<file path="src/rtl/seg_scan_pkg.sv">
// Shared constants and the 7-segment font for the digit scan driver.
package seg_scan_pkg;

  localparam int NUM_DIGITS = 6;

  // Idle pin levels for active-low boards; active-high builds invert these.
  localparam logic [NUM_DIGITS-1:0] SEL_IDLE_LO = 6'h3F;
  localparam logic [7:0]            SEG_IDLE_LO = 8'hFF;

  // Active-high g..a, bit 0 = segment a.
  function automatic logic [6:0] seg_font(input logic [3:0] nib);
    case (nib)
      4'h0: return 7'h3F;
      4'h1: return 7'h06;
      4'h2: return 7'h5B;
      4'h3: return 7'h4F;
      4'h4: return 7'h66;
      4'h5: return 7'h6D;
      4'h6: return 7'h7D;
      4'h7: return 7'h07;
      4'h8: return 7'h7F;
      4'h9: return 7'h6F;
      4'hA: return 7'h77;
      4'hB: return 7'h7C;
      4'hC: return 7'h39;
      4'hD: return 7'h5E;
      4'hE: return 7'h79;
      default: return 7'h71;
    endcase
  endfunction

endpackage

</file>
<file path="src/rtl/seg_scan_driver_if.sv">
// Value-in / pins-out bundle of the seven-segment scan driver.
interface seg_scan_driver_if;
  logic [23:0] num;
  logic [5:0]  dp;
  logic [5:0]  sel;
  logic [7:0]  seg;

  modport master (output num, dp, input sel, seg);
  modport slave  (input num, dp, output sel, seg);
endinterface

</file>
<file path="src/rtl/seg_font_dec.sv">
// Combinational nibble to active-high 7-segment glyph.
module seg_font_dec
  import seg_scan_pkg::*;
(
  input  logic [3:0] nib,
  output logic [6:0] glyph
);
  assign glyph = seg_font(nib);
endmodule

</file>
<file path="src/rtl/seg_scan_driver.sv">
// Six-digit multiplexed seven-segment driver with frame-coherent shadow regs.
// Optional leading-zero blanking: define SEG_LZ_BLANK_EN.
module seg_scan_driver
  import seg_scan_pkg::*;
#(
  parameter int SCAN_DIV   = 50000,
  parameter int BLANK_CYC  = 500,
  parameter bit SEG_ACT_LO = 1'b1,
  parameter bit SEL_ACT_LO = 1'b1
) (
  input logic              clk,
  input logic              rst_n,
  seg_scan_driver_if.slave bus
);
  localparam int CNT_W = $clog2(SCAN_DIV);
  localparam logic [CNT_W-1:0] CNT_LAST = CNT_W'(SCAN_DIV - 1);
  localparam logic [CNT_W-1:0] BLANK_V  = CNT_W'(BLANK_CYC);
  localparam logic [NUM_DIGITS-1:0] SEL_IDLE = SEL_ACT_LO ? SEL_IDLE_LO : ~SEL_IDLE_LO;
  localparam logic [7:0]            SEG_IDLE = SEG_ACT_LO ? SEG_IDLE_LO : ~SEG_IDLE_LO;

  logic [CNT_W-1:0]                cnt;
  logic [2:0]                      idx;
  logic [NUM_DIGITS-1:0][3:0]      shadow;
  logic [NUM_DIGITS-1:0]           dp_sh;
  logic [NUM_DIGITS-1:0]           sel_q;
  logic [7:0]                      seg_q;
  logic                            wrap;
  logic [3:0]                      nib;
  logic                            dp_cur;
  logic                            show;
  logic                            active;
  logic [6:0]                      glyph;
  logic [NUM_DIGITS-1:0]           sel_raw;
  logic [7:0]                      seg_raw;

  assign wrap = (cnt == CNT_LAST);

  // Snapshot is taken only at the very end of a frame so a frame never tears.
  always_ff @(posedge clk or negedge rst_n) begin
    if (!rst_n) begin
      cnt    <= '0;
      idx    <= '0;
      shadow <= '0;
      dp_sh  <= '0;
    end else begin
      cnt <= wrap ? '0 : cnt + 1'b1;
      if (wrap) idx <= (idx >= 3'd5) ? 3'd0 : idx + 3'd1;
      if (wrap && idx == 3'd5) begin
        shadow <= bus.num;
        dp_sh  <= bus.dp;
      end
    end
  end

  always_comb begin
    nib    = '0;
    dp_cur = 1'b0;
    for (int i = 0; i < NUM_DIGITS; i++)
      if (idx == 3'(i)) begin
        nib    = shadow[i];
        dp_cur = dp_sh[i];
      end
  end

`ifdef SEG_LZ_BLANK_EN
  // A digit is lit if it or any higher digit is non-zero; digit 0 always lit.
  always_comb begin
    show = (idx == 3'd0);
    for (int i = 0; i < NUM_DIGITS; i++)
      if (i >= int'(idx) && shadow[i] != 4'h0) show = 1'b1;
  end
`else
  assign show = 1'b1;
`endif

  seg_font_dec u_font (.nib(nib), .glyph(glyph));

  assign active  = (cnt >= BLANK_V) && (idx < 3'd6);
  assign sel_raw = 6'b1 << idx;
  assign seg_raw = {dp_cur, show ? glyph : 7'h00};

  always_ff @(posedge clk or negedge rst_n) begin
    if (!rst_n) begin
      sel_q <= SEL_IDLE;
      seg_q <= SEG_IDLE;
    end else if (active) begin
      sel_q <= SEL_ACT_LO ? ~sel_raw : sel_raw;
      seg_q <= SEG_ACT_LO ? ~seg_raw : seg_raw;
    end else begin
      sel_q <= SEL_IDLE;
      seg_q <= SEG_IDLE;
    end
  end

  assign bus.sel = sel_q;
  assign bus.seg = seg_q;

endmodule
</file>
<file path="src/flat_wrapper.sv">
// flat-port wrapper written by rule: the top's interface ports become plain ports
module seg_scan_driver_flat import seg_scan_pkg::*;
#(
  parameter int SCAN_DIV   = 50000,
  parameter int BLANK_CYC  = 500,
  parameter bit SEG_ACT_LO = 1'b1,
  parameter bit SEL_ACT_LO = 1'b1
)
  (clk, rst_n, bus_num, bus_dp, bus_sel, bus_seg);
  seg_scan_driver_if bus_i ();
  input logic clk;
  input logic rst_n;
  input wire logic [$bits(bus_i.num)-1:0] bus_num;
  input wire logic [$bits(bus_i.dp)-1:0] bus_dp;
  output wire logic [$bits(bus_i.sel)-1:0] bus_sel;
  output wire logic [$bits(bus_i.seg)-1:0] bus_seg;
  assign bus_i.num = bus_num;
  assign bus_i.dp = bus_dp;
  assign bus_sel = bus_i.sel;
  assign bus_seg = bus_i.seg;
  seg_scan_driver #(.SCAN_DIV(SCAN_DIV), .BLANK_CYC(BLANK_CYC), .SEG_ACT_LO(SEG_ACT_LO), .SEL_ACT_LO(SEL_ACT_LO)) u_core (.clk(clk), .rst_n(rst_n), .bus(bus_i));
endmodule
</file>
<file path="config.mk">
export PLATFORM = sky130hd
export DESIGN_NAME = seg_scan_driver_flat
export DESIGN_NICKNAME = d
export VERILOG_FILES = /design/src/rtl/seg_scan_pkg.sv /design/src/rtl/seg_scan_driver_if.sv /design/src/rtl/seg_font_dec.sv /design/src/rtl/seg_scan_driver.sv /design/src/flat_wrapper.sv
export SDC_FILE = /design/constraint.sdc
export NUM_CORES = 1
export LEC_CHECK = 0
export ABC_CLOCK_PERIOD_IN_PS = 3500
export BUFFER_PORTS_ARGS = -buffer_cell sky130_fd_sc_hd__buf_2
export CORE_ASPECT_RATIO = 0.5
export CORE_MARGIN = 2
export CORE_UTILIZATION = 30
export DETAILED_ROUTE_END_ITERATION = 7
export GPL_TIMING_DRIVEN = 0
export PLACE_DENSITY_LB_ADDON = 0.3
export SLEW_MARGIN = 20
export SYNTH_ARGS = -nofsm -noshare
export SYNTH_HDL_FRONTEND = slang
export SYNTH_HIERARCHICAL = 1
export SYNTH_SLANG_ARGS = --single-unit
</file>
<file path="constraint.sdc">
create_clock -name clk -period 3.5 [get_ports clk]
set_input_delay 0.875 -clock clk [delete_from_list [all_inputs] [get_ports clk]]
set_output_delay 0.875 -clock clk [all_outputs]
set_load 0.01 [all_outputs]
</file>
==> results.tsv, run 1 <==
metric	value	unit
list of cells traversed by the critical path	clkbuf_1 -> clkbuf_2 -> inv_1 -> ha_1 -> clkbuf_1 -> a21oi_1 -> o21ai_0 -> a32o_1 -> inv_1 -> ha_1 -> mux4_2 -> nand2_1	
clock insertion delay at the later pin of the skew report	0.32	ns
VDD IR-drop max	0.309	mV
cell type with the highest aggregate area in the netlist	sky130_fd_sc_hd__dfrtp_1	
final net count	370	
Die Outline Area	0.0117	mm2
sum of internal, switching and leakage power	0.00161	W
leakage	1.79	nW
share of synthesized cell area in full adder, half adder and majority cells	5.38	%
post-synthesis instance area	0.00325	mm2
final setup violating endpoints	0	
count of flip-flops with a built-in enable after synthesis	0	
Layout area overhead	21.4	%
net count after synthesis	314	
proportion of synthesized area in mux cells	16.5	%
total of warnings raised by yosys	6	
fraction of synthesized cell area taken by the top area cell type	37.7	%
Critical Setup Path Class	reg -> reg	
gate count after technology mapping	268	
post-synthesis average cell area	12.1	um2
clock transition time at the flip-flop clock pins of the worst setup and hold paths	0.05	ns
final RePlAce weighted congestion	0.795	
Register Area	0.00159	mm2
delay of the slowest critical-path stage	0.46	ns
portion of the clock cycle consumed by the worst path in the final layout	90.8	%
total length of routed wires	7.07	mm
largest net degree at the start of global routing	64	
type of destination of the critical path	register	
clock root cell	sky130_fd_sc_hd__clkbuf_16	
largest family of logic cells by synthesized area	multiplexers	
Antenna Nets Post-Route	0	
main area contributors after synthesis	sky130_fd_sc_hd__dfrtp_1 38%, sky130_fd_sc_hd__mux2_4 14%, sky130_fd_sc_hd__dfstp_2 11%	
Compound-Gate Fraction of Synth Area	8.27	%
fraction of final layout cells sized beyond drive strength 1	37.7	%
Critical Path AT	3.44	ns
final setup TNS	0	ns
cell with the biggest individual delay on the critical path	sky130_fd_sc_hd__mux4_2	
maximum capacitance violations	0	
setup repair after global routing missed its margin	false	
number of input and output port buffers inserted	45	
number of setup buffers added after CTS	0	
Top Family by Delay on Critical Path	buffers and inverters	
remaining max-slew budget at the tightest pin	48.6	%
post-route DRC violation count	0	
routed vias	2199	
maximum number of buffers from clock root to sink	2	
number of global-route vias before repair	2279	
multi-input gate area in the final layout	0.00151	mm2
GR Util All Layers	12.9	%
proportion of register bits with asynchronous set or reset after synthesis	100	%
worst-case clock skew	0.00521	ns
power density cells	407	mW/mm2
most numerous cell in the Yosys netlist	sky130_fd_sc_hd__dfrtp_1	
ratio of routed vias to standard cells	4.69	
post-layout minimum cycle time	3.18	ns
global route total overflow	0	
setup slack, reg-to-reg	0.32	ns
instance count after placement with tap cells included	453	
Die Y-Extent	77.6	um
count of non-filler cells in the finished layout	469	
antenna violations before repair	0	
Tightest Hold Check Type	reg -> reg	
first-pass GRT wire length	11.7	mm
quantity of hold-fixing buffers added after cts	0	
top cells by instance count after synthesis	49 x sky130_fd_sc_hd__dfrtp_1, 30 x sky130_fd_sc_hd__mux2_4, 19 x sky130_fd_sc_hd__nand2_1, 15 x sky130_fd_sc_hd__nor2_1	
post-cts sizing count	0	
fillers	998	
H-tree lvl count	3	
final cell utilization of the core	38.1	%
starting density of the core	31.4	%
Setup crit start kind	register	
Routed WL per cell	15.1	um
width of the die	151	um
Critical Path RT	3.76	ns
sequential-to-total area share from yosys stat	49.0	%
xor/xnor share of the synthesized area	3.50	%
CTS Buf Count	9	
flop and latch count out of synthesis	63	
number of hold violations in the final report	0	
clock tree from TritonCTS	done	
fmax	315	MHz
synthesized-area fraction occupied by and/or/nand/nor cells	12.8	%
worst slew pin tran	0.771	ns
total number of clock tree sinks	63	
post-synthesis cell type count	46	
First DRT Iteration DRCs	190	
run status	completed	
antenna cell count	0	
Critical path buffers and inverters	5	
standard cell core area	0.0104	mm2
number of I/O pins	46	
Placement Rows	26	
Final Max Tran Viols	0	
worst-path maximum fanout	10	
drt first pass iters	4	
DP HPWL	5.08	mm
Top FF cell, synth	sky130_fd_sc_hd__dfrtp_1	
worst hold slack	0.510	ns
-- sequential cells by signal, indices dropped and copies added, names as in the netlist --
name / flops
u_core/bus.seg: 8
u_core/bus.sel: 6
u_core/cnt: 16
u_core/dp_sh: 6
u_core/idx: 3
u_core/shadow: 24
-- stage by stage --
step | setup WS, ns | area (um2)
after CTS | 0.189 | 3950
after floorplan | 0.790 | 3250
after global routing | 0.0899 | 3950
after detailed placement | 0.212 | 3660
final | 0.321 | 3950
after global placement | 0.318 | 3650
-- routing by layer --
metal,share of wire [%],track usage (%)
met1,47,17.3
met2,47,20.2
met3,5.2,3.76
met4,0.69,3.93
met5,0,0
-- cell families after synthesis --
kind of cell             count (synthesis)
AO/OA/AOI/OAI                           37
XOR/XNOR                                13
adder cells (fa/ha/maj)                 14
buffers and inverters                   27
flip-flops                              63
multiplexers                            37
AND/OR/NAND/NOR                         77
-- worst reg2reg max path, stage by stage, from the launching register on --
cell and delay, ns:
sky130_fd_sc_hd__dfrtp_1 0.31, sky130_fd_sc_hd__clkbuf_1 0.31, sky130_fd_sc_hd__clkbuf_2 0.30, sky130_fd_sc_hd__inv_1 0.11, sky130_fd_sc_hd__ha_1 0.23, sky130_fd_sc_hd__clkbuf_1 0.24, sky130_fd_sc_hd__a21oi_1 0.18, sky130_fd_sc_hd__o21ai_0 0.15
sky130_fd_sc_hd__a32o_1 0.34, sky130_fd_sc_hd__inv_1 0.15, sky130_fd_sc_hd__ha_1 0.26, sky130_fd_sc_hd__mux4_2 0.46, sky130_fd_sc_hd__nand2_1 0.07
-- layout by cell type, fill, tap and decap left out, drive strengths merged, types with 2 or more instances in the layout --
cell	instances
buf	54
nor2b	8
dfrtp	49
nor4	3
xor2	5
nand2b	5
nor3	6
nor2	16
a22oi	6
a22o	3
inv	14
nand2	19
mux2	33
a21oi	6
a221oi	2
ha	14
o21ai	9
nand4	4
dfstp	14
clkbuf	20
xnor2	8
a32o	4
nand3	10
mux2i	3
-- worst paths after layout --
check	startpoint	to	cells past startpoint
worst min register to register	u_core/dp_sh[4]$_DFFE_PN0P_	u_core/dp_sh[4]$_DFFE_PN0P_	1
worst max register to register	u_core/idx[2]$_DFFE_PN0N_	u_core/bus.seg[3]$_DFF_PN1_	12
max in group asynchronous	rst_n	u_core/shadow[21]$_DFFE_PN0P_	1
min in group asynchronous	rst_n	u_core/dp_sh[0]$_DFFE_PN0P_	1
worst max-delay path	u_core/idx[2]$_DFFE_PN0N_	u_core/bus.seg[3]$_DFF_PN1_	12
worst min-delay path	u_core/dp_sh[4]$_DFFE_PN0P_	u_core/dp_sh[4]$_DFFE_PN0P_	1
-- area by class of cell --
| cell class | count | area share, % |
|---|---|---|
| timing repair buffer | 45 | 5.76 |
| inverter | 14 | 1.39 |
| buffer | 13 | 2.41 |
| clock buffer | 16 | 7.38 |
| sequential | 63 | 40.4 |
| multi-input combinational | 178 | 38.3 |
| tap | 140 | 4.43 |
-- power by group --
group	switching (W)	leakage, nW	total [W]	internal, W
clock network	0.000287	0.143	0.000844	0.000557
logic	0.0000191	0.826	0.0000322	0.0000131
registers	0	0.818	0.000730	0.000730
No activity file was read; power rests on OpenSTA's default activity.
==> inputs of run 2 (changes only) <==
--- a/config.mk
+++ b/config.mk
@@ -7,7 +7,6 @@
 export LEC_CHECK = 0
 export ABC_CLOCK_PERIOD_IN_PS = 3500
 export BUFFER_PORTS_ARGS = -buffer_cell sky130_fd_sc_hd__buf_2
-export CORE_ASPECT_RATIO = 0.5
 export CORE_MARGIN = 2
 export CORE_UTILIZATION = 30
 export DETAILED_ROUTE_END_ITERATION = 7
==> results.tsv, run 2 (same netlist as run 1, synthesis figures left out) <==
metric	value	unit
clock transition time at the flip-flop clock pins of the worst setup and hold paths	0.06	ns
post-layout minimum cycle time	3.14	ns
Setup crit start kind	register	
cell with the biggest individual delay on the critical path	sky130_fd_sc_hd__dfrtp_1	
CTS Buf Count	9	
clock insertion delay at the later pin of the skew report	0.34	ns
global-route met1 utilization	17.7	%
Critical Path RT	3.78	ns
Tightest Hold Check Type	in -> async	
final RePlAce weighted congestion	0.791	
fraction of final layout cells sized beyond drive strength 1	37.6	%
clock tree from TritonCTS	done	
Antenna Nets Post-Route	0	
worst-case clock skew	0.00933	ns
most frequent standard cell in the layout excluding fill and tap cells	sky130_fd_sc_hd__dfrtp_1	
DP HPWL	4.89	mm
top library cells by usage in the layout, fill and taps aside	49 x sky130_fd_sc_hd__dfrtp_1, 47 x sky130_fd_sc_hd__buf_2, 30 x sky130_fd_sc_hd__mux2_4	
number of setup buffers added after CTS	0	
most congested layer reported by global routing	met2	
run status	completed	
setup repair after global routing missed its margin	false	
drt first pass iters	4	
final net count	371	
Critical path buffers and inverters	4	
maximum number of buffers from clock root to sink	2	
Die Outline Area	0.0117	mm2
worst slew pin tran	0.535	ns
VDD IR-drop max	0.157	mV
reg-to-reg endpoint	u_core/bus.seg[3]$_DFF_PN1_	
total length of routed wires	6.86	mm
startpoint of the worst register-to-register path	u_core/idx[1]$_DFFE_PN0N_	
Critical Path AT	3.42	ns
count of non-filler cells in the finished layout	470	
antenna cell count	0	
setup slack, reg-to-reg	0.36	ns
first-pass GRT wire length	11.7	mm
global route total overflow	0	
number of hold violations in the final report	0	
delay of the slowest critical-path stage	0.45	ns
width of the die	108	um
final setup TNS	0	ns
Layout area overhead	18.3	%
clock root cell	sky130_fd_sc_hd__clkbuf_8	
flip-flop count of the largest register after layout	24	
final setup violating endpoints	0	
standard cell core area	0.0107	mm2
portion of the clock cycle consumed by the worst path in the final layout	89.7	%
cell depth of the worst flop-to-flop path	11	
routed vias	2178	
power density cells	344	mW/mm2
total number of clock tree sinks	63	
instance count after placement with tap cells included	454	
register name with the most flops	u_core/shadow	
starting density of the core	30.4	%
GRT met3 Usage	4.28	%
number of I/O pins	46	
maximum capacitance violations	0	
Critical Setup Path Class	reg -> reg	
H-tree lvl count	3	
Final Max Tran Viols	0	
ratio of routed vias to standard cells	4.63	
Placement Rows	38	
met2 usage in global routing	20.1	%
largest net degree at the start of global routing	37	
worst-path maximum fanout	10	
GR Util All Layers	13.2	%
leakage	1.74	nW
number of input and output port buffers inserted	45	
Routed WL per cell	14.6	um
number of global-route vias before repair	2323	
remaining max-slew budget at the tightest pin	64.0	%
type of destination of the critical path	register	
Die Y-Extent	108	um
post-route DRC violation count	0	
Top Family by Delay on Critical Path	buffers and inverters	
First DRT Iteration DRCs	63	
list of cells traversed by the critical path	inv_1 -> ha_1 -> buf_2 -> clkbuf_1 -> a22oi_1 -> o21ai_0 -> a32o_1 -> inv_1 -> ha_1 -> mux4_2 -> nand2_1	
antenna violations before repair	0	
fmax	319	MHz
run 2: worst max path at each step:
stage                               from                     endpoint  slack [ns]  cells past startpoint
2_1_floorplan  u_core/idx[2]$_DFFE_PN0N_  u_core/bus.seg[3]$_DFF_PN1_        0.79                     12
3_3_place_gp   u_core/idx[2]$_DFFE_PN0N_  u_core/bus.seg[3]$_DFF_PN1_        0.29                     13
3_5_place_dp   u_core/idx[2]$_DFFE_PN0N_  u_core/bus.seg[3]$_DFF_PN1_        0.23                     13
4_1_cts        u_core/idx[2]$_DFFE_PN0N_  u_core/bus.seg[3]$_DFF_PN1_        0.23                     13
5_1_grt        u_core/idx[1]$_DFFE_PN0N_  u_core/bus.seg[1]$_DFF_PN1_        0.05                     12
6_report       u_core/idx[1]$_DFFE_PN0N_  u_core/bus.seg[3]$_DFF_PN1_        0.36                     11
run 2: timing repair:
item | in CTS | in global routing
hold buffers | 0 | 0
endpoints found under the setup margin | 0 | 2
hold endpoints to repair | 0 | 0
resized for setup | 0 | 2
run 2: per-stage QoR:
stage	util (%)	instance area [um2]	hold WS (ns)	worst slack [ns]	power, W
floorplan	-	3250	0.461	0.790	0.000743
global placement	34.2	3650	0.490	0.294	0.000776
detailed placement	34.4	3680	0.489	0.233	0.000779
CTS	36.0	3850	0.446	0.232	0.00135
global route	36.0	3850	0.458	0.0520	0.00139
finish	36.0	3850	0.447	0.361	0.00133
run 2: layout make-up:
class	instances	area, um2
fill	1098	6850
sequential	63	1590
multi-input combinational	178	1510
timing repair buffer	46	248
tap	140	175
clock buffer	15	166
buffer	13	95.1
inverter	14	55.1
clock inverter	1	5.00
run 2: worst register-to-register path, stage by stage, from the launching register on:
cell,delay [ns]
sky130_fd_sc_hd__dfrtp_1,0.45
sky130_fd_sc_hd__inv_1,0.12
sky130_fd_sc_hd__ha_1,0.15
sky130_fd_sc_hd__buf_2,0.20
sky130_fd_sc_hd__clkbuf_1,0.45
sky130_fd_sc_hd__a22oi_1,0.20
sky130_fd_sc_hd__o21ai_0,0.25
sky130_fd_sc_hd__a32o_1,0.28
sky130_fd_sc_hd__inv_1,0.14
sky130_fd_sc_hd__ha_1,0.31
sky130_fd_sc_hd__mux4_2,0.45
sky130_fd_sc_hd__nand2_1,0.07
run 2: per-layer routing:
layer	up-vias	part of all wire, %
li1	1061	-
met1	1060	49
met2	50	45
met3	7	5.0
met4	0	0.99
met5	-	0
run 2: power breakdown:
group	leakage (nW)	switching, W	total, W	internal, W
Clock	0.0877	0.000265	0.000561	0.000296
Combinational	0.835	0.0000199	0.0000352	0.0000154
Sequential	0.818	0	0.000729	0.000729
==> inputs of run 3 (changes only) <==
--- a/config.mk
+++ b/config.mk
@@ -5,10 +5,11 @@
 export SDC_FILE = /design/constraint.sdc
 export NUM_CORES = 1
 export LEC_CHECK = 0
+export ABC_AREA = 1
 export ABC_CLOCK_PERIOD_IN_PS = 3500
 export BUFFER_PORTS_ARGS = -buffer_cell sky130_fd_sc_hd__buf_2
 export CORE_MARGIN = 2
-export CORE_UTILIZATION = 30
+export CORE_UTILIZATION = 41
 export DETAILED_ROUTE_END_ITERATION = 7
 export GPL_TIMING_DRIVEN = 0
 export PLACE_DENSITY_LB_ADDON = 0.3
==> results.tsv, run 3 <==
metric	value	unit
run status	completed	
clock insertion delay at the later pin of the skew report	0.33	ns
total length of routed wires	6.90	mm
number of input and output port buffers inserted	45	
post-route DRC violation count	0	
proportion of register bits with asynchronous set or reset after synthesis	100	%
xor/xnor share of the synthesized area	0.996	%
type of destination of the critical path	register	
final net count	532	
H-tree lvl count	3	
DP HPWL	4.97	mm
Top FF cell, synth	sky130_fd_sc_hd__dfrtp_1	
Placement Rows	33	
Die Outline Area	0.00934	mm2
antenna cell count	0	
quantity of hold-fixing buffers added after cts	0	
post-cts sizing count	0	
clock tree from TritonCTS	done	
leakage	2.22	nW
total of warnings raised by yosys	6	
worst-path maximum fanout	6	
number of hold violations in the final report	0	
met2 usage in global routing	24.6	%
proportion of synthesized area in mux cells	0	%
maximum capacitance violations	0	
cell with the biggest individual delay on the critical path	sky130_fd_sc_hd__dfrtp_1	
main area contributors after synthesis	sky130_fd_sc_hd__dfrtp_1 35%, sky130_fd_sc_hd__nand2_1 14%, sky130_fd_sc_hd__dfstp_2 10%	
first-pass GRT wire length	12.2	mm
width of the die	96.6	um
Compound-Gate Fraction of Synth Area	9.57	%
final RePlAce weighted congestion	0.894	
worst slew pin tran	0.765	ns
Critical Path AT	2.85	ns
post-synthesis average cell area	8.18	um2
power density cells	328	mW/mm2
GR Util All Layers	15.8	%
VDD IR-drop max	0.169	mV
register name with the most flops	u_core/shadow	
most frequent standard cell in the layout excluding fill and tap cells	sky130_fd_sc_hd__nand2_1	
gate count after technology mapping	430	
delay of the slowest critical-path stage	0.42	ns
clock transition time at the flip-flop clock pins of the worst setup and hold paths	0.07	ns
largest family of logic cells by synthesized area	simple AND/OR/NAND/NOR gates	
fillers	868	
Routed WL per cell	11.6	um
cell type with the highest aggregate area in the netlist	sky130_fd_sc_hd__dfrtp_1	
routed vias	2705	
Critical Path Most Common Cell	sky130_fd_sc_hd__nand2_1	
number of setup buffers added after CTS	0	
clock root cell	sky130_fd_sc_hd__clkbuf_8	
post-synthesis instance area	0.00352	mm2
Tightest Hold Check Type	reg -> reg	
Top Family by Delay on Critical Path	simple AND/OR/NAND/NOR gates	
list of cells traversed by the critical path	inv_1 -> ha_1 -> inv_1 -> nor2_1 -> nand2_1 -> nand3_1 -> nand3_1 -> nand3_1 -> nand3_1 -> nand2_1 -> inv_1 -> ha_1 -> nand2_1 -> o21ai_0 -> nand2_1 -> nand2_1 -> nand2_1	
worst hold slack	0.477	ns
count of non-filler cells in the finished layout	596	
setup repair after global routing missed its margin	false	
final setup TNS	0	ns
post-synthesis cell type count	33	
total number of clock tree sinks	63	
instance count after placement with tap cells included	580	
standard cell core area	0.00826	mm2
flip-flop count of the largest register after layout	24	
global route total overflow	0	
Critical path buffers and inverters	3	
post-layout minimum cycle time	2.58	ns
final setup margin	0.921	ns
largest net degree at the start of global routing	64	
Layout area overhead	15.1	%
worst-case clock skew	0.00833	ns
number of I/O pins	46	
top cells by instance count after synthesis	128 x sky130_fd_sc_hd__nand2_1, 77 x sky130_fd_sc_hd__inv_1, 49 x sky130_fd_sc_hd__dfrtp_1, 31 x sky130_fd_sc_hd__nand3_1, 30 x sky130_fd_sc_hd__o21ai_2	
CTS Buf Count	9	
final cell utilization of the core	49.0	%
remaining max-slew budget at the tightest pin	49.0	%
multi-input gate area in the final layout	0.00153	mm2
First DRT Iteration DRCs	133	
Final Max Tran Viols	0	
ratio of routed vias to standard cells	4.54	
fraction of final layout cells sized beyond drive strength 1	27.7	%
antenna violations before repair	0	
Register Area	0.00159	mm2
top library cells by usage in the layout, fill and taps aside	128 x sky130_fd_sc_hd__nand2_1, 77 x sky130_fd_sc_hd__inv_1, 49 x sky130_fd_sc_hd__dfrtp_1	
starting density of the core	42.6	%
share of synthesized cell area in full adder, half adder and majority cells	4.98	%
maximum number of buffers from clock root to sink	2	
most congested layer reported by global routing	met2	
Die Y-Extent	96.6	um
Critical Setup Path Class	reg -> reg	
fraction of synthesized cell area taken by the top area cell type	34.9	%
drt first pass iters	4	
sequential-to-total area share from yosys stat	45.3	%
Antenna Nets Post-Route	0	
number of global-route vias before repair	2718	
portion of the clock cycle consumed by the worst path in the final layout	73.7	%
most numerous cell in the Yosys netlist	sky130_fd_sc_hd__nand2_1	
Worst Setup Slack post-DPL	0.977	ns
global-route met1 utilization	21.4	%
final setup violating endpoints	0	
net count after synthesis	476	
synthesized-area fraction occupied by and/or/nand/nor cells	27.9	%
fmax	388	MHz
Setup crit start kind	register	
GRT met3 Usage	3.76	%
Critical Path RT	3.77	ns
flop and latch count out of synthesis	63	
count of flip-flops with a built-in enable after synthesis	0	
==> run 3: final cells by class <==
class                      count  share of cell area, %
inverter                      81                   7.51
multi-input combinational    277                   37.8
clock inverter                 1                  0.124
tap                          105                   3.25
buffer                         9                   2.23
clock buffer                  15                   4.11
sequential                    63                   39.4
timing repair buffer          45                   5.63
==> run 3: kinds of logic (layout without fill, tap and decap cells) <==
family,count (synthesis),count (layout)
AND/OR/NAND/NOR,215,215
AO/OA/AOI/OAI,44,44
flip-flops,63,63
buffers and inverters,90,151
adder cells (fa/ha/maj),14,14
XOR/XNOR,4,4
==> run 3: power by group <==
| group | total [W] | internal, W | switching (W) |
|---|---|---|---|
| Combinational | 0.0000404 | 0.0000147 | 0.0000257 |
| Clock | 0.000558 | 0.000296 | 0.000262 |
| Sequential | 0.000729 | 0.000729 | 0 |
==> run 3: routing by layer <==
layer / routed length [um] / vias to the layer above / share of wire, %
met5: 0 / - / 0
met4: 140 / 0 / 2.0
met3: 277 / 13 / 4.0
met2: 3080 / 59 / 45
met1: 3410 / 1212 / 49
li1: - / 1421 / -
==> run 3: worst min-delay path, stage by stage, from the launching register on <==
cell and delay, ns:
sky130_fd_sc_hd__dfrtp_1 0.34, sky130_fd_sc_hd__nand2_1 0.06, sky130_fd_sc_hd__o21ai_2 0.05
==> run 3: worst paths after layout <==
path | cells past startpoint | endpoint | start | slack [ns]
setup / recovery | 17 | u_core/bus.seg[3]$_DFF_PN1_ | u_core/idx[0]$_DFFE_PN0N_ | 0.92
hold / removal | 2 | u_core/shadow[9]$_DFFE_PN0P_ | u_core/shadow[9]$_DFFE_PN0P_ | 0.48
setup reg to reg | 17 | u_core/bus.seg[3]$_DFF_PN1_ | u_core/idx[0]$_DFFE_PN0N_ | 0.92
hold reg to reg | 2 | u_core/shadow[9]$_DFFE_PN0P_ | u_core/shadow[9]$_DFFE_PN0P_ | 0.48
max in group asynchronous | 1 | u_core/dp_sh[4]$_DFFE_PN0P_ | rst_n | 2.37
min in group asynchronous | 1 | u_core/cnt[4]$_DFF_PN0_ | rst_n | 0.62
==> run 3: per-stage QoR <==
| stage | total power (W) | cell area (um2) |
|---|---|---|
| after floorplan | 0.000752 | 3520 |
| after global placement | 0.000783 | 3870 |
| after detailed placement | 0.000784 | 3880 |
| after CTS | 0.00135 | 4050 |
| after global routing | 0.00139 | 4050 |
| final | 0.00133 | 4050 |
